--- src/rtl/svc_soc_uart_rx_pkg.sv ---
// Shared constants for the UART receive register block: register offsets,
// STATUS bit positions and PHY FSM state encodings.
package svc_soc_uart_rx_pkg;

    localparam logic [3:0] REG_DATA   = 4'h0;
    localparam logic [3:0] REG_STATUS = 4'h4;
    localparam logic [3:0] REG_STATS  = 4'h8;

    localparam int STAT_NOT_EMPTY = 0;
    localparam int STAT_FULL      = 1;
    localparam int STAT_OVERRUN   = 2;
    localparam int STAT_FRAME_ERR = 3;
    localparam int STAT_COUNT_LSB = 8;

    typedef logic [1:0] phy_state_t;

    localparam phy_state_t ST_IDLE  = 2'd0;
    localparam phy_state_t ST_START = 2'd1;
    localparam phy_state_t ST_DATA  = 2'd2;
    localparam phy_state_t ST_STOP  = 2'd3;

endpackage

--- src/rtl/svc_uart_rx_phy.sv ---
// 8N1 receive PHY: 2-flop synchronizer, baud counter and start/data/stop FSM.
// Emits single-cycle byte_valid / frame_err strobes in the stop-bit sample cycle.
module svc_uart_rx_phy
    import svc_soc_uart_rx_pkg::*;
#(
    parameter int CLKS_PER_BIT = 868
) (
    input  logic       clk,
    input  logic       rst_n,
    input  logic       urx_pin,
    output logic       byte_valid,
    output logic [7:0] rx_byte,
    output logic       frame_err
);

    localparam int CW = $clog2(CLKS_PER_BIT);

    logic           sync1;
    logic           sync2;
    logic           line_prev;
    phy_state_t     state;
    logic [CW-1:0]  cnt;
    logic [2:0]     bit_idx;
    logic [7:0]     shreg;
    logic           tick;

    assign tick = (cnt == '0);

    // NOTE: sequential state uses non-blocking assignments so every flop samples pre-edge values.
    always_ff @(posedge clk) begin
        if (!rst_n) begin
            // Synchronizer resets to the idle level so reset release cannot fake a start edge.
            sync1     <= 1'b1;
            sync2     <= 1'b1;
            line_prev <= 1'b1;
            state     <= ST_IDLE;
            cnt       <= '0;
            bit_idx   <= '0;
            shreg     <= '0;
        end else begin
            sync1     <= urx_pin;
            sync2     <= sync1;
            line_prev <= sync2;
            case (state)
                ST_IDLE: begin
                    if (line_prev && !sync2) begin
                        cnt   <= CW'(CLKS_PER_BIT / 2);
                        state <= ST_START;
                    end
                end
                ST_START: begin
                    if (tick) begin
                        if (!sync2) begin
                            // Reload with period-1: the zero cycle itself is the last count.
                            cnt     <= CW'(CLKS_PER_BIT - 1);
                            bit_idx <= '0;
                            state   <= ST_DATA;
                        end else begin
                            state <= ST_IDLE;
                        end
                    end else begin
                        cnt <= cnt - CW'(1);
                    end
                end
                ST_DATA: begin
                    if (tick) begin
                        shreg   <= {sync2, shreg[7:1]};
                        cnt     <= CW'(CLKS_PER_BIT - 1);
                        bit_idx <= bit_idx + 3'd1;
                        if (bit_idx == 3'd7) begin
                            state <= ST_STOP;
                        end
                    end else begin
                        cnt <= cnt - CW'(1);
                    end
                end
                ST_STOP: begin
                    if (tick) begin
                        state <= ST_IDLE;
                    end else begin
                        cnt <= cnt - CW'(1);
                    end
                end
                default: state <= ST_IDLE;
            endcase
        end
    end

    assign byte_valid = (state == ST_STOP) && tick && sync2;
    assign frame_err  = (state == ST_STOP) && tick && !sync2;
    assign rx_byte    = shreg;

endmodule

--- src/rtl/svc_soc_uart_rx_reg.sv ---
// Memory-mapped UART receiver: PHY, receive FIFO, sticky flags and DATA/STATUS read decode.
// Optional receive counter at offset 0x8 when SVC_SOC_UART_RX_STATS_EN is defined.
module svc_soc_uart_rx_reg
    import svc_soc_uart_rx_pkg::*;
#(
    parameter int          CLOCK_FREQ = 100_000_000,
    parameter int          BAUD_RATE  = 115_200,
    parameter int          FIFO_DEPTH = 16,
    parameter logic [31:0] BASE_ADDR  = 32'h8000_0010
) (
    input  logic        clk,
    input  logic        rst_n,
    input  logic        urx_pin,
    input  logic        io_ren,
    input  logic [31:0] io_raddr,
    output logic [31:0] io_rdata,
    output logic        rx_avail
);

    localparam int CLKS_PER_BIT = CLOCK_FREQ / BAUD_RATE;
    localparam int AW           = $clog2(FIFO_DEPTH);

    logic        byte_valid;
    logic [7:0]  rx_byte;
    logic        frame_err_pulse;

    svc_uart_rx_phy #(
        .CLKS_PER_BIT (CLKS_PER_BIT)
    ) u_phy (
        .clk        (clk),
        .rst_n      (rst_n),
        .urx_pin    (urx_pin),
        .byte_valid (byte_valid),
        .rx_byte    (rx_byte),
        .frame_err  (frame_err_pulse)
    );

    logic [7:0]    mem [FIFO_DEPTH];
    logic [AW-1:0] wr_ptr;
    logic [AW-1:0] rd_ptr;
    logic [AW:0]   count;
    logic [AW:0]   count_next;
    logic          empty;
    logic          full;
    logic          push;
    logic          pop;
    logic          overrun_set;
    logic          overrun_q;
    logic          frame_err_q;

    logic          hit;
    logic [3:0]    ofs;
    logic          data_rd;
    logic          status_rd;
    logic [8:0]    count_wide;
    logic [7:0]    count_sat;
    logic [31:0]   status_word;
    logic [31:0]   rdata_next;
    logic [1:0]    unused_addr_bits;

    assign unused_addr_bits = io_raddr[1:0];

    assign hit       = io_ren && (io_raddr[31:4] == BASE_ADDR[31:4]);
    assign ofs       = {io_raddr[3:2], 2'b00};
    assign data_rd   = hit && (ofs == REG_DATA);
    assign status_rd = hit && (ofs == REG_STATUS);

    assign empty       = (count == '0);
    assign full        = (count == (AW+1)'(FIFO_DEPTH));
    assign pop         = data_rd && !empty;
    // A pop in the same cycle frees the slot, so a full FIFO can still accept.
    assign push        = byte_valid && (!full || pop);
    assign overrun_set = byte_valid && full && !pop;

    // NOTE: always_comb assigns every output a default first so no latch is inferred.
    always_comb begin
        count_next = count;
        case ({push, pop})
            2'b10:   count_next = count + (AW+1)'(1);
            2'b01:   count_next = count - (AW+1)'(1);
            default: count_next = count;
        endcase
    end

    // NOTE: FIFO storage is deliberately not reset; the pointers and count define validity.
    always_ff @(posedge clk) begin
        if (push) begin
            mem[wr_ptr] <= rx_byte;
        end
    end

    always_ff @(posedge clk) begin
        if (!rst_n) begin
            wr_ptr      <= '0;
            rd_ptr      <= '0;
            count       <= '0;
            overrun_q   <= 1'b0;
            frame_err_q <= 1'b0;
            rx_avail    <= 1'b0;
            io_rdata    <= '0;
        end else begin
            if (push) wr_ptr <= wr_ptr + AW'(1);
            if (pop)  rd_ptr <= rd_ptr + AW'(1);
            count       <= count_next;
            // Set terms are ORed last so a coincident STATUS read cannot swallow a new event.
            overrun_q   <= overrun_set     || (overrun_q   && !status_rd);
            frame_err_q <= frame_err_pulse || (frame_err_q && !status_rd);
            rx_avail    <= (count_next != '0);
            io_rdata    <= rdata_next;
        end
    end

`ifdef SVC_SOC_UART_RX_STATS_EN
    logic [31:0] rx_count;

    always_ff @(posedge clk) begin
        if (!rst_n) begin
            rx_count <= '0;
        end else if (push) begin
            rx_count <= rx_count + 32'd1;
        end
    end
`endif

    assign count_wide = 9'(count);
    assign count_sat  = count_wide[8] ? 8'hFF : count_wide[7:0];

    always_comb begin
        status_word                              = '0;
        status_word[STAT_NOT_EMPTY]              = !empty;
        status_word[STAT_FULL]                   = full;
        status_word[STAT_OVERRUN]                = overrun_q;
        status_word[STAT_FRAME_ERR]              = frame_err_q;
        status_word[STAT_COUNT_LSB +: 8]         = count_sat;
    end

    always_comb begin
        rdata_next = '0;
        if (hit) begin
            case (ofs)
                REG_DATA: begin
                    if (!empty) rdata_next = {23'b0, 1'b1, mem[rd_ptr]};
                end
                REG_STATUS: rdata_next = status_word;
`ifdef SVC_SOC_UART_RX_STATS_EN
                REG_STATS:  rdata_next = rx_count;
`endif
                default:    rdata_next = '0;
            endcase
        end
    end

endmodule
--- config.mk ---
export PLATFORM = sky130hd
export DESIGN_NAME = svc_soc_uart_rx_reg
export DESIGN_NICKNAME = d
export VERILOG_FILES = /design/src/rtl/svc_soc_uart_rx_pkg.sv /design/src/rtl/svc_uart_rx_phy.sv /design/src/rtl/svc_soc_uart_rx_reg.sv
export SDC_FILE = /design/constraint.sdc
export NUM_CORES = 1
export LEC_CHECK = 0
export ABC_AREA = 1
export CAP_MARGIN = 30
export CORE_ASPECT_RATIO = 0.9
export CORE_MARGIN = 1.5
export CORE_UTILIZATION = 35
export CTS_BUF_LIST = sky130_fd_sc_hd__clkbuf_8
export CTS_CLUSTER_DIAMETER = 30
export CTS_CLUSTER_SIZE = 12
export DETAILED_ROUTE_END_ITERATION = 8
export GPL_TIMING_DRIVEN = 0
export PLACE_DENSITY = 0.65
export SYNTH_ARGS = -nofsm -noshare
export SYNTH_HDL_FRONTEND = slang
export SYNTH_SLANG_ARGS = --single-unit
--- constraint.sdc ---
create_clock -name clk -period 3.8 [get_ports clk]
set_input_delay 0.95 -clock clk [delete_from_list [all_inputs] [get_ports clk]]
set_output_delay 0.95 -clock clk [all_outputs]
set_load 0.01 [all_outputs]
==> run_results.csv, run 1 <==
group,metric,value,unit
worst_setup_path,path_class,"in2reg",
global_route,grt.total_usage,0.165,
worst_setup_path,crit_path_start,"io_raddr[24]",
synth,synth_area,8360,µm²
timing,slew_headroom,0.372,
timing,worst_pin_slew,0.935,ns
clock_network,cts_max_path_buffers,2,
clock_network,clk_latency,0.47,ns
timing,finalClockSkew,0.0154,ns
worst_setup_path,cp.required,4.16,ns
cells_and_area,layout-drive-gt1-share,0.101,
floorplanning,fp.dieW,166,µm
floorplanning,start_util,0.357,
cells_and_area,syn_to_final_growth,17.2,%
synth,synth.avg_cell_area,9.56,µm²
global_route,grt_pass1_vias,5850,
synth,async_reset_ff_frac,0,
hold_path,hp-start,"u_phy.sync1",
timing,fin_crit,3.47,ns
synth,synth_top_area_share,0.460,
global_route,grt_max_degree,19,
global_route,grt-ovfl-total,0,
drt,avgViaCountPerCell,4.79,
cells_and_area,antenna_cells,0,
timing,fin_ws,0.334,ns
clock_network,cts_tree,"built",
synth,synth-edff-count,128,
place,port_buffers,47,
cells_and_area,final_nets,1023,
worst_setup_path,start_kind,"input pin",
clock_network,cts.sinks,187,
place,place.gp.congestion,0.836,
clock_network,path_clk_slew,0.09,ns
synth,synth.distinct_cells,37,
power_and_ir_drop,max-vdd-ir-drop,0.000324,V
timing,rsz0062_at_grt,"no",
global_route,grt_pass1_wl,31400,µm
drt,routed_wl,20000,µm
run_status,status,"finished clean",
worst_setup_path,r2r_start,"u_phy.cnt[0]",
place,place_hpwl,14300,µm
floorplanning,fp.dieH,150,µm
hold_path,hold_path.class,"reg2reg",
floorplanning,die_area,24800,µm²
cells_and_area,fin_util,0.419,
floorplanning,ioPinCount,69,
power_and_ir_drop,p_leak,3.87,nW
synth,yosys.area.top_type,"edfxtp_1",
power_and_ir_drop,power,4.48,mW
clock_network,h-tree-depth,4,
timing,timing.fmax,0.289,GHz
drt,wl_per_cell,15.6,µm
power_and_ir_drop,power_density,457,nW/µm²
drt,firstDrtPassIters,5,
drt,drt_iter0_markers,476,
timing,period_share,0.912,
synth,synth-warning-count,0,
worst_setup_path,worstPathMaxFanout,11,
synth,seq_area_frac_synth,0.601,
floorplanning,rows,53,
timing,slew_viol_final,0,
timing,hold_viol,0,
cells_and_area,layoutNonFillerInstCount,1285,
drt,ant_nets,0,
synth,syn_inst,875,
clock_network,cts_setup_buffers,0,
floorplanning,core,23400,µm²
timing,setup_viol,0,
place,dp.cells,1253,
worst_setup_path,crit_arrival,3.83,ns
worst_setup_path,crit_path_end_kind,"flop",
synth,synth.area.top_cells,"edfxtp_1 46%, dfxtp_1 14%, nor2_1 7.1%",
clock_network,cts_buffers,17,
synth,synth_flop_cell,"edfxtp_1",
global_route,antenna_found_initial,0,
synth,synth_seq_cells,187,
clock_network,cts_root_buf,"clkbuf_8",
drt,drc_errors,0,
job,cap_violations,0,
drt,num_vias,6155,
place,pre_cts_ws,-0.208,ns
through the flow:
step / instance area [µm²] / hold WS [ns] / setup TNS (ns)
finish: 9800 / 0.424 / 0
global route: 9800 / 0.448 / 0
CTS: 9800 / 0.423 / 0
detailed placement: 9360 / 0.402 / -0.402
global placement: 9280 / 0.395 / -10.87
floorplan: 8430 / 0.393 / 0
registers in the layout, summed over array words and instances, names as in the netlist, 3 cells and up, named ones only:
name / cells
u_phy.cnt: 10
u_phy.rx_byte: 8
wr_ptr: 4
rd_ptr: 4
mem: 128
u_phy.bit_idx: 3
io_rdata: 13
count: 5
cells in the mapped netlist, types with 2 or more instances:
| cell | instances |
|---|---|
| clkbuf_1 | 17 |
| nand3b_1 | 2 |
| and2_1 | 2 |
| o21ai_0 | 80 |
| nand2_4 | 2 |
| nand4_1 | 5 |
| ha_1 | 17 |
| edfxtp_1 | 128 |
| nor2_1 | 158 |
| or2_2 | 4 |
| inv_1 | 83 |
| nor2_2 | 4 |
| buf_2 | 9 |
| inv_2 | 3 |
| o22ai_1 | 9 |
| dfxtp_1 | 59 |
| nand2_1 | 122 |
| a21oi_1 | 37 |
| nand3_1 | 50 |
| nor3_1 | 20 |
| o211ai_1 | 15 |
| xor2_1 | 12 |
| buf_4 | 22 |
| nand2_2 | 2 |
logic make-up (layout without fill, tap and decap cells):
logic type | count (synthesis) | count (layout) | share of synthesized area
other cells | 1 | 19 | 0.000448
xor+xnor | 13 | 13 | 0.0136
compound gates | 145 | 145 | 0.0939
simple gates | 376 | 376 | 0.193
buf+inv | 136 | 226 | 0.0733
fa+ha+maj | 17 | 17 | 0.0254
flops | 187 | 187 | 0.601
metal layers:
layer	GRT usage	vias up	part of all wire
met5	0	-	0
met4	0.0441	0	0.012
met3	0.0315	27	0.059
met2	0.278	189	0.47
met1	0.219	2850	0.46
li1	-	3089	-
where the power goes:
| group | internal, mW | total [mW] | switching [mW] |
|---|---|---|---|
| registers | 2.24 | 2.32 | 0.0863 |
| clock network | 0.735 | 1.45 | 0.717 |
| logic | 0.260 | 0.702 | 0.442 |
repair_timing:
action,CTS,global route
gates resized for setup,0,2
hold buffers,0,0
setup endpoints to repair,0,2
critical path, stage by stage:
cell and delay [ns]:
clkdlybuf4s50_1 0.42, inv_1 0.06, nand2_1 0.04, nor2_1 0.11, nand2_1 0.08, nor2_2 0.18
nand3_4 0.13, nand2_4 0.12, nand2_2 0.11, buf_6 0.17, ha_1 0.19, clkbuf_2 0.16
nor2_1 0.13, nor2_2 0.06, ha_1 0.17, a21o_1 0.18, nand3_1 0.11, nand2_1 0.06
nand2_1 0.06, nand2_1 0.05, nand2_1 0.05, o21ai_0 0.07, nand2_1 0.10, nand2_1 0.07
area by class of cell:
class | instances | area (µm²)
clock inverter | 14 | 189
sequential | 187 | 5020
buffer | 50 | 290
inverter | 86 | 323
fill | 2220 | 13600
clock buffer | 18 | 248
tap | 302 | 378
multi-input combinational | 570 | 2810
timing repair buffer | 58 | 538
cell usage in the layout, fill, tap and decap left out, types with 3 or more instances in the layout:
cell | netlist | layout
nor2_1 | 158 | 156
dfxtp_1 | 59 | 59
nand4_1 | 5 | 5
clkbuf_8 | 0 | 18
nor3_2 | 1 | 4
nand3_1 | 50 | 50
inv_6 | 0 | 3
buf_2 | 9 | 15
o211ai_1 | 15 | 15
buf_4 | 22 | 27
o21ai_0 | 80 | 80
clkdlybuf4s50_1 | 0 | 47
ha_1 | 17 | 17
or2_2 | 4 | 4
inv_1 | 83 | 83
a21oi_1 | 37 | 37
nor3_1 | 20 | 17
clkbuf_1 | 17 | 17
nor2_2 | 4 | 6
inv_2 | 3 | 3
bufinv_16 | 0 | 4
edfxtp_1 | 128 | 128
nand2_1 | 122 | 122
conb_1 | 1 | 19
xor2_1 | 12 | 12
o22ai_1 | 9 | 9
worst paths after layout:
kind                 endpoint  slack, ns  cells past startpoint
hold / removal    u_phy.sync2       0.42                      1
hold reg to reg   u_phy.sync2       0.42                      1
setup reg to reg     rx_avail       0.76                     22
setup / recovery     rx_avail       0.33                     24
Note: power is estimated with default switching activity, not from simulation.
==> run 2: changes to the inputs <==
Settings changed: SLEW_MARGIN set to 20, SYNTH_HIERARCHICAL set to 1.
==> run_results.csv, run 2 <==
group,metric,value,unit
run_status,status,"finished clean",
cells_and_area,fin_util,0.422,
power_and_ir_drop,p_leak,3.75,nW
cells_and_area,antenna_cells,0,
drt,ant_nets,0,
clock_network,path_clk_slew,0.10,ns
worst_setup_path,cp_slowest_cell,"clkdlybuf4s50_1",
timing,period_share,0.886,
global_route,grt_pass1_wl,30200,µm
timing,holdWs,0.421,ns
worst_setup_path,worstPathMaxFanout,11,
worst_setup_path,crit_arrival,3.74,ns
synth,synth.area.top_cells,"edfxtp_1 45%, dfxtp_1 14%, nor2_1 6.2%",
timing,timing.fmax,0.297,GHz
synth,synth.avg_cell_area,9.60,µm²
timing,fin_crit,3.37,ns
synth,yosys.area.top_type,"edfxtp_1",
drt,wl_per_cell,14.5,µm
timing,slew_viol_final,0,
worst_setup_path,crit_family,"simple AND/OR/NAND/NOR gates",
synth,synth-warning-count,6,
worst_setup_path,r2r_start,"u_phy/cnt[0]",
place,port_buffers,46,
synth,synth_seq_cells,187,
synth,synth-edff-count,128,
floorplanning,core,23500,µm²
worst_setup_path,path_class,"in2reg",
cells_and_area,largest_register,"mem",
synth,synth_area,8480,µm²
clock_network,cts_tree,"built",
cells_and_area,mostFrequentLayoutCell,"nor2_1",
drt,num_vias,6144,
timing,hold_viol,0,
timing,slew_headroom,0.463,
hold_path,hp-start,"u_phy/sync1",
cells_and_area,largestRegisters,"mem x128, io_rdata x13, u_phy/cnt x10",
synth,async_reset_ff_frac,0,
clock_network,cts_root_buf,"clkbuf_8",
synth,synth_common_cells,"139 x nor2_1, 128 x edfxtp_1, 128 x nand2_1",
cells_and_area,syn_to_final_growth,17.1,%
clock_network,h-tree-depth,4,
global_route,antenna_found_initial,0,
drt,drc_errors,0,
cells_and_area,layout-drive-gt1-share,0.122,
hold_path,hold_path.class,"reg2reg",
worst_setup_path,path_cells,"clkdlybuf4s50_1 > nand2_1 > nor2_1 > nand2_1 > nor2_1 > nand3_4 > nand2_4 > nand2_4 > buf_6 > ha_1 > buf_2 > nor2_1 > nor2_1 > ha_1 > a21oi_1 > inv_1 > nand3_1 > nand2_1 > nand2_1 > nand2_1 > nand2_1 > nand2_1 > nand2_1 > nand2_1",
global_route,grt_max_degree,20,
drt,drt_iter0_markers,475,
cells_and_area,final_cell_mix,"138 x nor2_1, 128 x nand2_1, 128 x edfxtp_1",
power_and_ir_drop,max-vdd-ir-drop,0.000348,V
cells_and_area,final_nets,1026,
worst_setup_path,cpMostUsedCell,"nand2_1",
synth,synth_flop_cell,"edfxtp_1",
timing,worst_pin_slew,0.801,ns
floorplanning,ioPinCount,69,
synth,synth.distinct_cells,40,
worst_setup_path,crit_path_end_kind,"flop",
drt,routed_wl,18700,µm
floorplanning,fp.dieW,167,µm
worst_setup_path,start_kind,"input pin",
drt,firstDrtPassIters,4,
synth,synth_top_area_share,0.453,
worst_setup_path,crit_path_max_incr_delay,0.48,ns
synth,yosysMostFrequentCell,"nor2_1",
floorplanning,fp.dieH,151,µm
cells_and_area,largest_reg_flops,128,
drt,avgViaCountPerCell,4.77,
global_route,grt.total_usage,0.156,
job,cap_violations,0,
timing,finalClockSkew,0.0214,ns
worst_setup_path,crit_path_start,"io_raddr[4]",
floorplanning,start_util,0.360,
place,place.gp.congestion,0.825,
clock_network,cts_setup_buffers,0,
clock_network,cts_buffers,17,
synth,seq_area_frac_synth,0.593,
timing,setup_viol,0,
clock_network,clk_latency,0.47,ns
floorplanning,rows,53,
global_route,grt-ovfl-total,0,
synth,syn_inst,883,
worst_setup_path,cp.buffers_inverters,4,
clock_network,cts.sinks,187,
global_route,grt_pass1_vias,5842,
place,place_hpwl,13800,µm
timing,rsz0062_at_grt,"no",
clock_network,cts_max_path_buffers,2,
floorplanning,die_area,25200,µm²
worst_setup_path,cp.required,4.17,ns
power_and_ir_drop,power_density,445,nW/µm²
==> run 2: cell types whose count changed after synthesis, moves of 3 or more <==
cell      before  now
o211ai_1      15   21
nand3_1       50   69
xor2_1        12    7
nor2_1       158  139
nand2_1      122  128
or2_2          4    8
o21ai_0       80   68
a21oi_1       37   33
inv_1         83   79
o21ai_1        0    3
buf_6          1    4
==> run 2: worst paths after layout <==
kind	endpoint	slack, ns	depth (start not counted)
max reg2reg	rx_avail	0.47	25
min	u_phy/sync2	0.42	1
min reg2reg	u_phy/sync2	0.42	1
max	rx_avail	0.43	24
==> run 2: repair_timing <==
action,4_1_cts,5_1_grt
endpoints found under the setup margin,0,2
hold buffers,0,0
gates resized for setup,0,1
==> run 2: where the power goes <==
part | switching, mW | total, mW | internal, mW
sequential | 0.0538 | 2.25 | 2.20
combinational | 0.480 | 0.777 | 0.297
clock | 0.770 | 1.39 | 0.619
total | 1.30 | 4.42 | 3.12
==> run 2: area by class of cell <==
class | count | area (µm²)
fill | 2220 | 13600
sequential | 187 | 5020
multi-input combinational | 577 | 2950
timing repair buffer | 53 | 505
tap | 302 | 378
inverter | 85 | 324
buffer | 52 | 314
clock buffer | 17 | 234
clock inverter | 15 | 195
==> run 2: per-stage QoR <==
stage,area [µm²],instances,power [mW],setup slack (ns),TNS (ns)
2_1_floorplan,8550,901,2.90,0.663,0
3_3_place_gp,9390,1249,3.06,-0.221,-6.46
3_5_place_dp,9500,1256,3.08,-0.0616,-0.108
4_1_cts,9920,1288,4.46,0.306,0
5_1_grt,9930,1288,4.65,0.0641,0
6_report,9930,1288,4.42,0.431,0
==> run 2: logic make-up after synthesis <==
| family | synth area share |
|---|---|
| adders and majority gates | 0.0251 |
| xor gates and xnor gates | 0.00930 |
| and+or+nand+nor | 0.208 |
| DFF | 0.593 |
| buffers and inverters | 0.0753 |
| AOI/OAI and AO/OA | 0.0896 |
| other | 0.000442 |
==> run 2: per-layer routing <==
layer	share of wire	wire, µm	vias to the layer above	global-route usage
met1	0.45	8500	2840	0.202
met2	0.47	8850	162	0.258
met3	0.053	987	23	0.0308
li1	-	-	3119	-
met4	0.021	387	0	0.0645
met5	0	0	-	0
==> run 3: changes to the inputs <==
Settings changed: CORE_MARGIN 1.5 to unset, TNS_END_PERCENT set to 100.
==> run_results.csv, run 3 (same netlist as run 2, synthesis figures left out) <==
group,metric,value,unit
cells_and_area,multiInputGateArea,2950,µm²
floorplanning,rows,53,
global_route,grt_pass1_wl,30700,µm
drt,firstDrtPassIters,8,
worst_setup_path,cp.required,4.18,ns
worst_setup_path,cp_slowest_cell,"dfxtp_1",
run_status,status,"finished, violations left",
worst_setup_path,start_kind,"flop",
drt,routed_wl,19100,µm
drt,ant_nets,0,
cells_and_area,seq_area,5020,µm²
place,port_buffers,46,
hold_path,hold_path.class,"reg2reg",
timing,timing.fmax,0.296,GHz
cells_and_area,layout-drive-gt1-share,0.121,
clock_network,cts_tree,"built",
timing,setup_viol,0,
power_and_ir_drop,power_density,437,nW/µm²
cells_and_area,final_cell_mix,"138 x nor2_1, 128 x nand2_1, 128 x edfxtp_1",
drt,drt_iter0_markers,504,
worst_setup_path,cpMostUsedCell,"nand2_1",
run_status,violations,"DRC",
worst_setup_path,crit_path_end_kind,"flop",
power_and_ir_drop,p_leak,3.73,nW
cells_and_area,mostFrequentLayoutCell,"nor2_1",
timing,slew_viol_final,0,
cells_and_area,largest_reg_flops,128,
worst_setup_path,crit_family,"simple AND/OR/NAND/NOR gates",
worst_setup_path,cp.buffers_inverters,6,
drt,num_vias,6237,
cells_and_area,fillers,2230,
timing,worst_pin_slew,0.875,ns
timing,slew_headroom,0.413,
clock_network,h-tree-depth,4,
worst_setup_path,worstPathMaxFanout,11,
cells_and_area,design_area,9890,µm²
clock_network,cts_hold_buffers,0,
place,placed_area,9500,µm²
global_route,grt.total_usage,0.160,
job,cap_violations,0,
global_route,grt-ovfl-total,0,
floorplanning,fp.dieH,150,µm
floorplanning,die_area,24900,µm²
floorplanning,fp.dieW,166,µm
cells_and_area,largest_register,"mem",
global_route,grt_max_degree,20,
floorplanning,core,23500,µm²
place,place_hpwl,14100,µm
clock_network,cts_root_buf,"clkbuf_8",
drt,avgViaCountPerCell,4.84,
cells_and_area,largestRegisters,"mem x128, io_rdata x13, u_phy/cnt x10",
timing,hold_viol,0,
worst_setup_path,crit_path_max_incr_delay,0.34,ns
clock_network,clk_latency,0.48,ns
cells_and_area,antenna_cells,0,
timing,fin_crit,3.38,ns
timing,rsz0062_at_grt,"no",
power_and_ir_drop,max-vdd-ir-drop,0.000299,V
timing,holdWs,0.433,ns
place,place.gp.congestion,0.836,
clock_network,cts_buffers,17,
clock_network,cts_max_path_buffers,2,
global_route,antenna_found_initial,0,
floorplanning,ioPinCount,69,
floorplanning,start_util,0.360,
cells_and_area,syn_to_final_growth,16.6,%
worst_setup_path,crit_arrival,3.75,ns
timing,finalClockSkew,0.0223,ns
worst_setup_path,path_class,"reg2reg",
clock_network,path_clk_slew,0.10,ns
cells_and_area,final_nets,1026,
drt,drc_errors,5,
global_route,grt_pass1_vias,5933,
drt,wl_per_cell,14.8,µm
clock_network,cts.sinks,187,
timing,period_share,0.889,
==> run 3: cell types whose count changed in the layout (fill, tap and decap cells not counted), sizes merged <==
cell    before  now
bufinv       2    0
inv         92   93
clkinv       5    6
==> run 3: where the power goes <==
part	internal (mW)	leakage [nW]	total [mW]	switching, mW
registers	2.20	1.66	2.25	0.0539
logic	0.299	1.87	0.792	0.494
clock network	0.489	0.198	1.27	0.785
total	2.99	3.73	4.32	1.33
==> run 3: worst paths after layout <==
check / start / end / slack (ns) / depth (start not counted)
max: u_phy/cnt[0] / rx_avail / 0.42 / 25
min: u_phy/sync1 / u_phy/sync2 / 0.43 / 1
max reg2reg: u_phy/cnt[0] / rx_avail / 0.42 / 25
min reg2reg: u_phy/sync1 / u_phy/sync2 / 0.43 / 1
==> run 3: area by class of cell <==
type | count | share of cell area
clock buffers | 17 | 0.0237
flip-flops and latches | 187 | 0.508
plain buffers | 52 | 0.0318
inverters | 85 | 0.0328
repair buffers | 53 | 0.0511
multi-input cells | 577 | 0.299
well taps | 302 | 0.0382
clock inverters | 15 | 0.0156
==> run 3: timing repair <==
action / in CTS / in global routing
setup buffers: 0 / 0
gates resized for setup: 0 / 1
setup endpoints to repair: 0 / 2
==> run 3: worst register-to-register path: cells and delay by family (launching register included) <==
family | cells | cell delay, ns
DFF | 1 | 0.34
AOI/OAI and AO/OA | 1 | 0.17
and+or+nand+nor | 15 | 1.51
adders and majority gates | 3 | 0.52
buffers and inverters | 6 | 0.75
==> run 3: per-layer routing <==
metal | part of all wire | vias to the layer above | GRT usage
met4 | 0.023 | 0 | 0.0687
met5 | 0 | - | 0
met3 | 0.053 | 24 | 0.0302
li1 | - | 3123 | -
met2 | 0.49 | 169 | 0.271
met1 | 0.44 | 2921 | 0.202
==> run 3: per-stage QoR <==
stage | power, mW | TNS (ns) | util | setup slack, ns | cells
CTS | 4.34 | 0 | 0.420 | 0.288 | 1288
floorplan | 2.90 | 0 | - | 0.663 | 901
global route | 4.52 | 0 | 0.420 | 0.127 | 1288
finish | 4.32 | 0 | 0.420 | 0.420 | 1288
global placement | 3.06 | -6.52 | 0.399 | -0.230 | 1249
detailed placement | 3.08 | -0.0854 | 0.403 | -0.0514 | 1256
